===== src/rtl/instr_fetch_unit.sv =====
// Fetch stage of the 8-bit teaching CPU.
// Owns the program counter, addresses the combinational program ROM,
// captures the returned byte into the instruction register and offers it
// to execute over a valid/ready handshake. Supports run/halt control and
// a jump redirect that is taken when the handshake completes.
module instr_fetch_unit #(
  parameter int PC_W  = 3,
  parameter int CNT_W = 8
) (
  input  logic             clk,
  input  logic             rst_n,
  input  logic             run,
  input  logic             halt,
  output logic [PC_W-1:0]  rom_addr,
  input  logic [7:0]       rom_data,
  output logic             instr_valid,
  input  logic             instr_ready,
  output logic [7:0]       instr,
  output logic [2:0]       opcode,
  output logic [1:0]       rd,
  output logic [2:0]       rs,
  output logic [PC_W-1:0]  instr_pc,
  input  logic             jump_en,
  input  logic [PC_W-1:0]  jump_addr,
  output logic             pc_wrap,
  output logic [CNT_W-1:0] retired_cnt,
  output logic             busy
);

  typedef enum logic [1:0] {
    S_IDLE  = 2'd0,
    S_FETCH = 2'd1,
    S_VALID = 2'd2
  } state_e;

  state_e             state_q;
  logic [PC_W-1:0]    pc_q;
  logic [PC_W-1:0]    instr_pc_q;
  logic [7:0]         instr_q;
  logic               valid_q;
  logic               wrap_q;
  logic               busy_q;
  logic [CNT_W-1:0]   cnt_q;

  logic               hs_s;
  logic [PC_W-1:0]    pc_inc_s;
  logic               pc_at_max_s;

  // valid_q is only ever set in S_VALID, so the handshake is implicitly gated
  assign hs_s        = valid_q & instr_ready;
  assign pc_inc_s    = pc_q + {{(PC_W-1){1'b0}}, 1'b1};
  assign pc_at_max_s = (pc_q == {PC_W{1'b1}});

  // ROM is addressed straight from the PC; there is no address register
  assign rom_addr    = pc_q;
  assign instr_valid = valid_q;
  assign instr       = instr_q;
  assign opcode      = instr_q[7:5];
  assign rd          = instr_q[4:3];
  assign rs          = instr_q[2:0];
  assign instr_pc    = instr_pc_q;
  assign pc_wrap     = wrap_q;
  assign retired_cnt = cnt_q;
  assign busy        = busy_q;

  // Fetch FSM with PC, instruction register, wrap pulse and retire counter
  always_ff @(posedge clk or negedge rst_n) begin
    if (!rst_n) begin
      state_q    <= S_IDLE;
      pc_q       <= {PC_W{1'b0}};
      instr_pc_q <= {PC_W{1'b0}};
      instr_q    <= 8'h00;
      valid_q    <= 1'b0;
      wrap_q     <= 1'b0;
      busy_q     <= 1'b0;
      cnt_q      <= {CNT_W{1'b0}};
    end else begin
      wrap_q <= 1'b0;
      if (hs_s) begin
        cnt_q <= cnt_q + {{(CNT_W-1){1'b0}}, 1'b1};
      end
      case (state_q)
        S_IDLE: begin
          // PC is kept so a halted program resumes where it stopped
          if (run) begin
            state_q <= S_FETCH;
            busy_q  <= 1'b1;
          end
        end
        S_FETCH: begin
          instr_q    <= rom_data;
          instr_pc_q <= pc_q;
          pc_q       <= pc_inc_s;
          wrap_q     <= pc_at_max_s;
          valid_q    <= 1'b1;
          state_q    <= S_VALID;
        end
        S_VALID: begin
          if (hs_s) begin
            if (jump_en) begin
              // Redirect: the ROM needs a cycle at the new address (bubble)
              pc_q    <= jump_addr;
              valid_q <= 1'b0;
              if (halt) begin
                state_q <= S_IDLE;
                busy_q  <= 1'b0;
              end else begin
                state_q <= S_FETCH;
              end
            end else if (halt) begin
              state_q <= S_IDLE;
              valid_q <= 1'b0;
              busy_q  <= 1'b0;
            end else begin
              // Back-to-back fetch keeps one instruction per cycle
              instr_q    <= rom_data;
              instr_pc_q <= pc_q;
              pc_q       <= pc_inc_s;
              wrap_q     <= pc_at_max_s;
            end
          end
        end
        default: begin
          state_q <= S_IDLE;
          valid_q <= 1'b0;
          busy_q  <= 1'b0;
        end
      endcase
    end
  end

endmodule


===== config.mk =====
export PLATFORM = sky130hd
export DESIGN_NAME = instr_fetch_unit
export DESIGN_NICKNAME = d
export VERILOG_FILES = /design/src/rtl/instr_fetch_unit.sv
export SDC_FILE = /design/constraint.sdc
export NUM_CORES = 1
export LEC_CHECK = 0
export ABC_AREA = 1
export BUFFER_PORTS_ARGS = -buffer_cell sky130_fd_sc_hd__buf_2
export CAP_MARGIN = 25
export CORE_MARGIN = 3
export CORE_UTILIZATION = 50
export DETAILED_ROUTE_END_ITERATION = 8
export PLACE_DENSITY = 0.82
export REMOVE_ABC_BUFFERS = 1
export SYNTH_ARGS = -nofsm -noshare
export SYNTH_HDL_FRONTEND = slang
export SYNTH_SLANG_ARGS = --single-unit

===== constraint.sdc =====
create_clock -name clk -period 2 [get_ports clk]
set_input_delay 0.1 -clock clk [delete_from_list [all_inputs] [get_ports clk]]
set_output_delay 0.1 -clock clk [all_outputs]
set_load 0.005 [all_outputs]

Word level (Yosys, flattened, before mapping)
Index checks and enable logic that the tools add are counted.

$add $sub $neg: 2. Equality and inequality tests: 10. Mux-type cells: 29. Bitwise gates (word level): 3. Reductions and logical operators: 7.

Operators with widths (number): two-way mux 8 bit (3); two-way mux 3 bit (6); one-hot mux 8 bit (2 select lines) (1); one-hot mux 3 bit (2 select lines) (2); inequality test 2 bit, second input constant (5); two-way mux 1 bit (9); AND reduction 3 bit (3); adder 8 x 1 -> 8 bit, second input constant (1); two-way mux 2 bit (4); AND reduction 4 bit (2); inequality test 3 bit, second input constant (2); one-hot mux 1 bit (3 select lines) (2); one-hot mux 2 bit (3 select lines) (1); adder 3 x 1 -> 3 bit, second input constant (1); == test 3 bit, second input constant (1); == test 2 x 1 -> 1 bit, second input constant (1); == test 2 bit, second input constant (1); zero test 2 bit (1); inverter 1 bit (2); one-hot mux 1 bit (2 select lines) (1); nonzero test 2 bit (1); bitwise AND 1 bit (1).

Flip-flop bits (word level): 27.

Longest topological paths before layout
Word-level depth: 5. Gate-level depth with buffers: 9. Depth with buffers taken out: 8.

Worst setup path before layout
OpenSTA, ideal clock, no wires.

Path kind: register -> register. Start point: reg state_q[0]. End point: reg instr_q[0] (netlist: instr[0]). Data arrival time: 1.290 ns. Path slack: 0.594 ns. Cell stages (with the launch flop): 10. Path buffers: 1. Cell sequence: dfrtp_1 -> inv_1 -> ha_1 -> nand2_2 -> inv_2 -> nor2_4 -> nand2_4 -> buf_12 -> nand2_2 -> nand2_2.

Word-level cells in the longest chain between the ends: 3. Elaborated cells between the ends (all ways): 8. Those cells by class: eq/ne: 5; mux: 1; reduce/logical: 2.

Ends and longest elaborated chain: from (decl) (line 36) `state_e state_q;`; from (signal assigned) (line 69) `state_q <= S_IDLE;`; from (signal assigned) (line 86) `state_q <= S_FETCH;`; from (signal assigned) (line 96) `state_q <= S_VALID;`; == test 2 bit / == test 2 x 1 -> 1 bit (equally long branches) (line 82) `case (state_q)`; inequality test 2 bit (no source line) / nonzero test 2 bit (equally long branches); AND reduction 4 bit (no source line); to (signal assigned) (line 91) `instr_q <= rom_data;`; to (signal assigned) (line 116) `instr_q <= rom_data;`; to (decl) (line 39) `logic [7:0] instr_q;`.

Parallel ways exist; a longest one is shown, timed or not. A chain may end at the register's enable or synchronous reset.

Final worst setup path
Start point: reg state_q[0]. End point: reg instr_q[4] (netlist: instr[4]).

Same word-level chain as after synthesis.

==> metrics <==
CTS Root Cell=clkbuf_4; wire per inst=10.71 um; DR vias=1218; fin worst setup slack=0.2948 ns; worst min path class=primary input to flop; Worst setup EP type=flop; CP most frequent cell=nand2_2; gr busiest metal=met2; Worst R2R Setup Slack=0.29 ns; M3 GR Usage=0.02725; Critical Path Start=state_q[0]$_DFFE_PN0P_; final slew viol count=0; Sink Count=27; length in cells of the worst reg-to-reg path=8; DRC Markers=0; run status=completed; Synth top area share=0.4412; ys flop type=dfrtp_1; Worst Clk Skew=0.01061 ns; WS Path Type=flop to flop; combinational share of power=0.532; P_sw=1.177 mW; Final Net Count=250; Final GP Congestion=0.7887; clock network power share=0.088; Worst Hold Path EP=instr[6]$_DFFE_PN0P_; hold path start=rom_data[6]; top cells by count, synth=38 x nand2_1, 27 x dfrtp_1, 24 x inv_1, 21 x nand3_1, 19 x nand2_2; final setup TNS=0 ns; largest area contributor in the netlist=dfrtp_1; share of cells above drive strength 1=0.3511; RR Startpoint=state_q[0]$_DFFE_PN0P_; antenna viol nets, final=0; Initial Util=0.5414; vias in the first global route=1076; fin crit share=0.8526; row count=19; Post-Syn Instances=181; CTS resizes=0; max-cap viol count=0; Setup-failing EPs final=0; GR Overflow Total=0; Die ar.=3763 um2; Worst Setup Start Kind=flop; post-synthesis async set-or-reset flop share=1.000; worst skew pair latency=0.32 ns; total number of yosys warnings=0; DIE HEIGHT=61.35 um; required time worst endpoint=2.22 ns; gr usage total=0.1551; slew margin rel.=0.6079; Synth cell types=21; Die X=61.35 um; clock buffer depth=2; Post-Syn Area=1531 um2; vias per cell=4.758; antenna violations before repair=0; TritonCTS clock tree=done; Num CTS Buffers=3; initial drt markers=58; crit-path cells=inv_1 > ha_1 > nand2_2 > inv_2 > nor2_4 > nand2_4 > nand2_2 > nand2_2; H-tree depth=1; number of synthesized flops with an enable pin=0; first-pass GRT wire length=4436 um; M1 GR Usage=0.1889; Final Hold Vio Count=0; maximum vdd drop=875.5 uV; largest cells by area after synthesis=dfrtp_1 44%, nand2_1 9.3%, nand2_2 7.8%; 1st-pass router iterations=4; FF+latch count, synth=27; count leader, synth=nand2_1; sequential share of power=0.381; clk slew on worst S/H paths=0.14 ns; post-synthesis sequential area ratio=0.4412; synthesized area per cell=8.461 um2; pre-CTS WS=0.3164 ns; critical path peak fanout=12; fin crit period=1.705 ns; DPL Wire Length=2116 um; RSZ-0062 raised after global routing=no; io pins=50; fmax=0.5864 GHz; largest net degree at the start of global routing=28; Routed WL=2741 um; IO Port Bufs=49; Layout Area Growth over Synthesis=15.28%; P_int=1.429 mW; Floorplan Core Area=2829 um2; GR met2 Demand/Resource=0.2719; CP peak stage delay=0.42 ns; crit path max-delay cell type=dfrtp_1; antenna cells=0; worst-margin pin slew=0.5881 ns; worst hold path depth=3; Pleak=1.036 nW; Arr. time, crit path=1.92 ns; FF-to-FF End=instr[4]$_DFFE_PN0P_; switching part of the total power=0.4516; pwr/cell area=1476 nW/um2
state kept, by name, indices dropped and copies added, names as in the netlist:
name and flops:
instr_pc 3, rom_addr 3, state_q 2, instr_valid 1
pc_wrap 1, busy 1, retired_cnt 8, instr 8
power by group through the flow:
stage	Combinational [mW]	Sequential (mW)	Clock [mW]
finish	1.39	0.993	0.228
global route	1.60	1.03	0.264
CTS	1.40	0.995	0.240
detailed placement	1.39	1.01	0
global placement	1.37	1.01	0
floorplan	0.914	1.02	0
layer usage:
| metal | vias up | part of all wire |
|---|---|---|
| li1 | 635 | - |
| met1 | 547 | 0.46 |
| met2 | 32 | 0.47 |
| met3 | 4 | 0.051 |
| met4 | 0 | 0.014 |
| met5 | - | 0 |
what timing repair did:
| action | 4_1_cts | 5_1_grt |
|---|---|---|
| hold buffers | 1 | 1 |
| buffers inserted | 0 | 0 |
| endpoints found under the hold margin | 27 | 1 |
cells by family (layout without fill, tap and decap cells):
| logic type | count (synthesis) | in the layout | share of synthesized area |
|---|---|---|---|
| and+or+nand+nor | 96 | 96 | 0.3186 |
| buffers and inverters | 36 | 80 | 0.1242 |
| DFF | 27 | 27 | 0.4412 |
| AOI/OAI and AO/OA | 11 | 11 | 0.03595 |
| adders and majority gates | 7 | 7 | 0.05719 |
| xor gates and xnor gates | 4 | 4 | 0.02288 |
worst max-delay path: cells and delay by family, from the launching register on:
family | cells | cell delay (ns)
AND/OR/NAND/NOR | 5 | 0.75
flip-flops | 1 | 0.42
adder cells (fa/ha/maj) | 1 | 0.30
buffers and inverters | 2 | 0.14
final cells by class:
| class | count | area [um2] |
|---|---|---|
| fillers | 250 | 1064 |
| flip-flops and latches | 27 | 675.6 |
| multi-input cells | 118 | 665.6 |
| repair buffers | 51 | 265.3 |
| inverters | 25 | 93.84 |
| well taps | 31 | 38.79 |
| clock buffers | 4 | 26.28 |
metrics by stage:
stage                       util  hold WS (ns)  total power, mW  instances  area [um2]
after floorplan                -       -0.1956            1.937        170        1435
after global placement    0.6077        0.1361            2.375        250        1719
after detailed placement  0.6077        0.1382            2.401        250        1719
after CTS                 0.6205      0.001135            2.637        255        1755
after global routing      0.6241      0.004534            2.897        256        1765
final                     0.6241       0.01432            2.607        256        1765
worst max path at each step:
stage	slack (ns)	cells after the start	endpoint
floorplan	0.50	8	instr[3]$_DFFE_PN0P_
global placement	0.38	8	instr[3]$_DFFE_PN0P_
detailed placement	0.32	8	instr[0]$_DFFE_PN0P_
CTS	0.30	8	instr[4]$_DFFE_PN0P_
global route	0.18	8	instr[7]$_DFFE_PN0P_
finish	0.29	8	instr[4]$_DFFE_PN0P_
layout by cell type, fill, tap and decap left out, drive strengths merged, types with 2 or more instances in the layout:
| cell | synthesis | routed |
|---|---|---|
| o21ai | 9 | 9 |
| buf | 11 | 49 |
| ha | 7 | 7 |
| nor2 | 11 | 11 |
| clkbuf | 0 | 4 |
| dlygate4sd3 | 0 | 2 |
| dfrtp | 27 | 27 |
| nand2 | 62 | 62 |
| inv | 25 | 25 |
| nand3 | 22 | 22 |
| a21oi | 2 | 2 |
| xor2 | 3 | 3 |
Power figures use the tool's default switching activity.
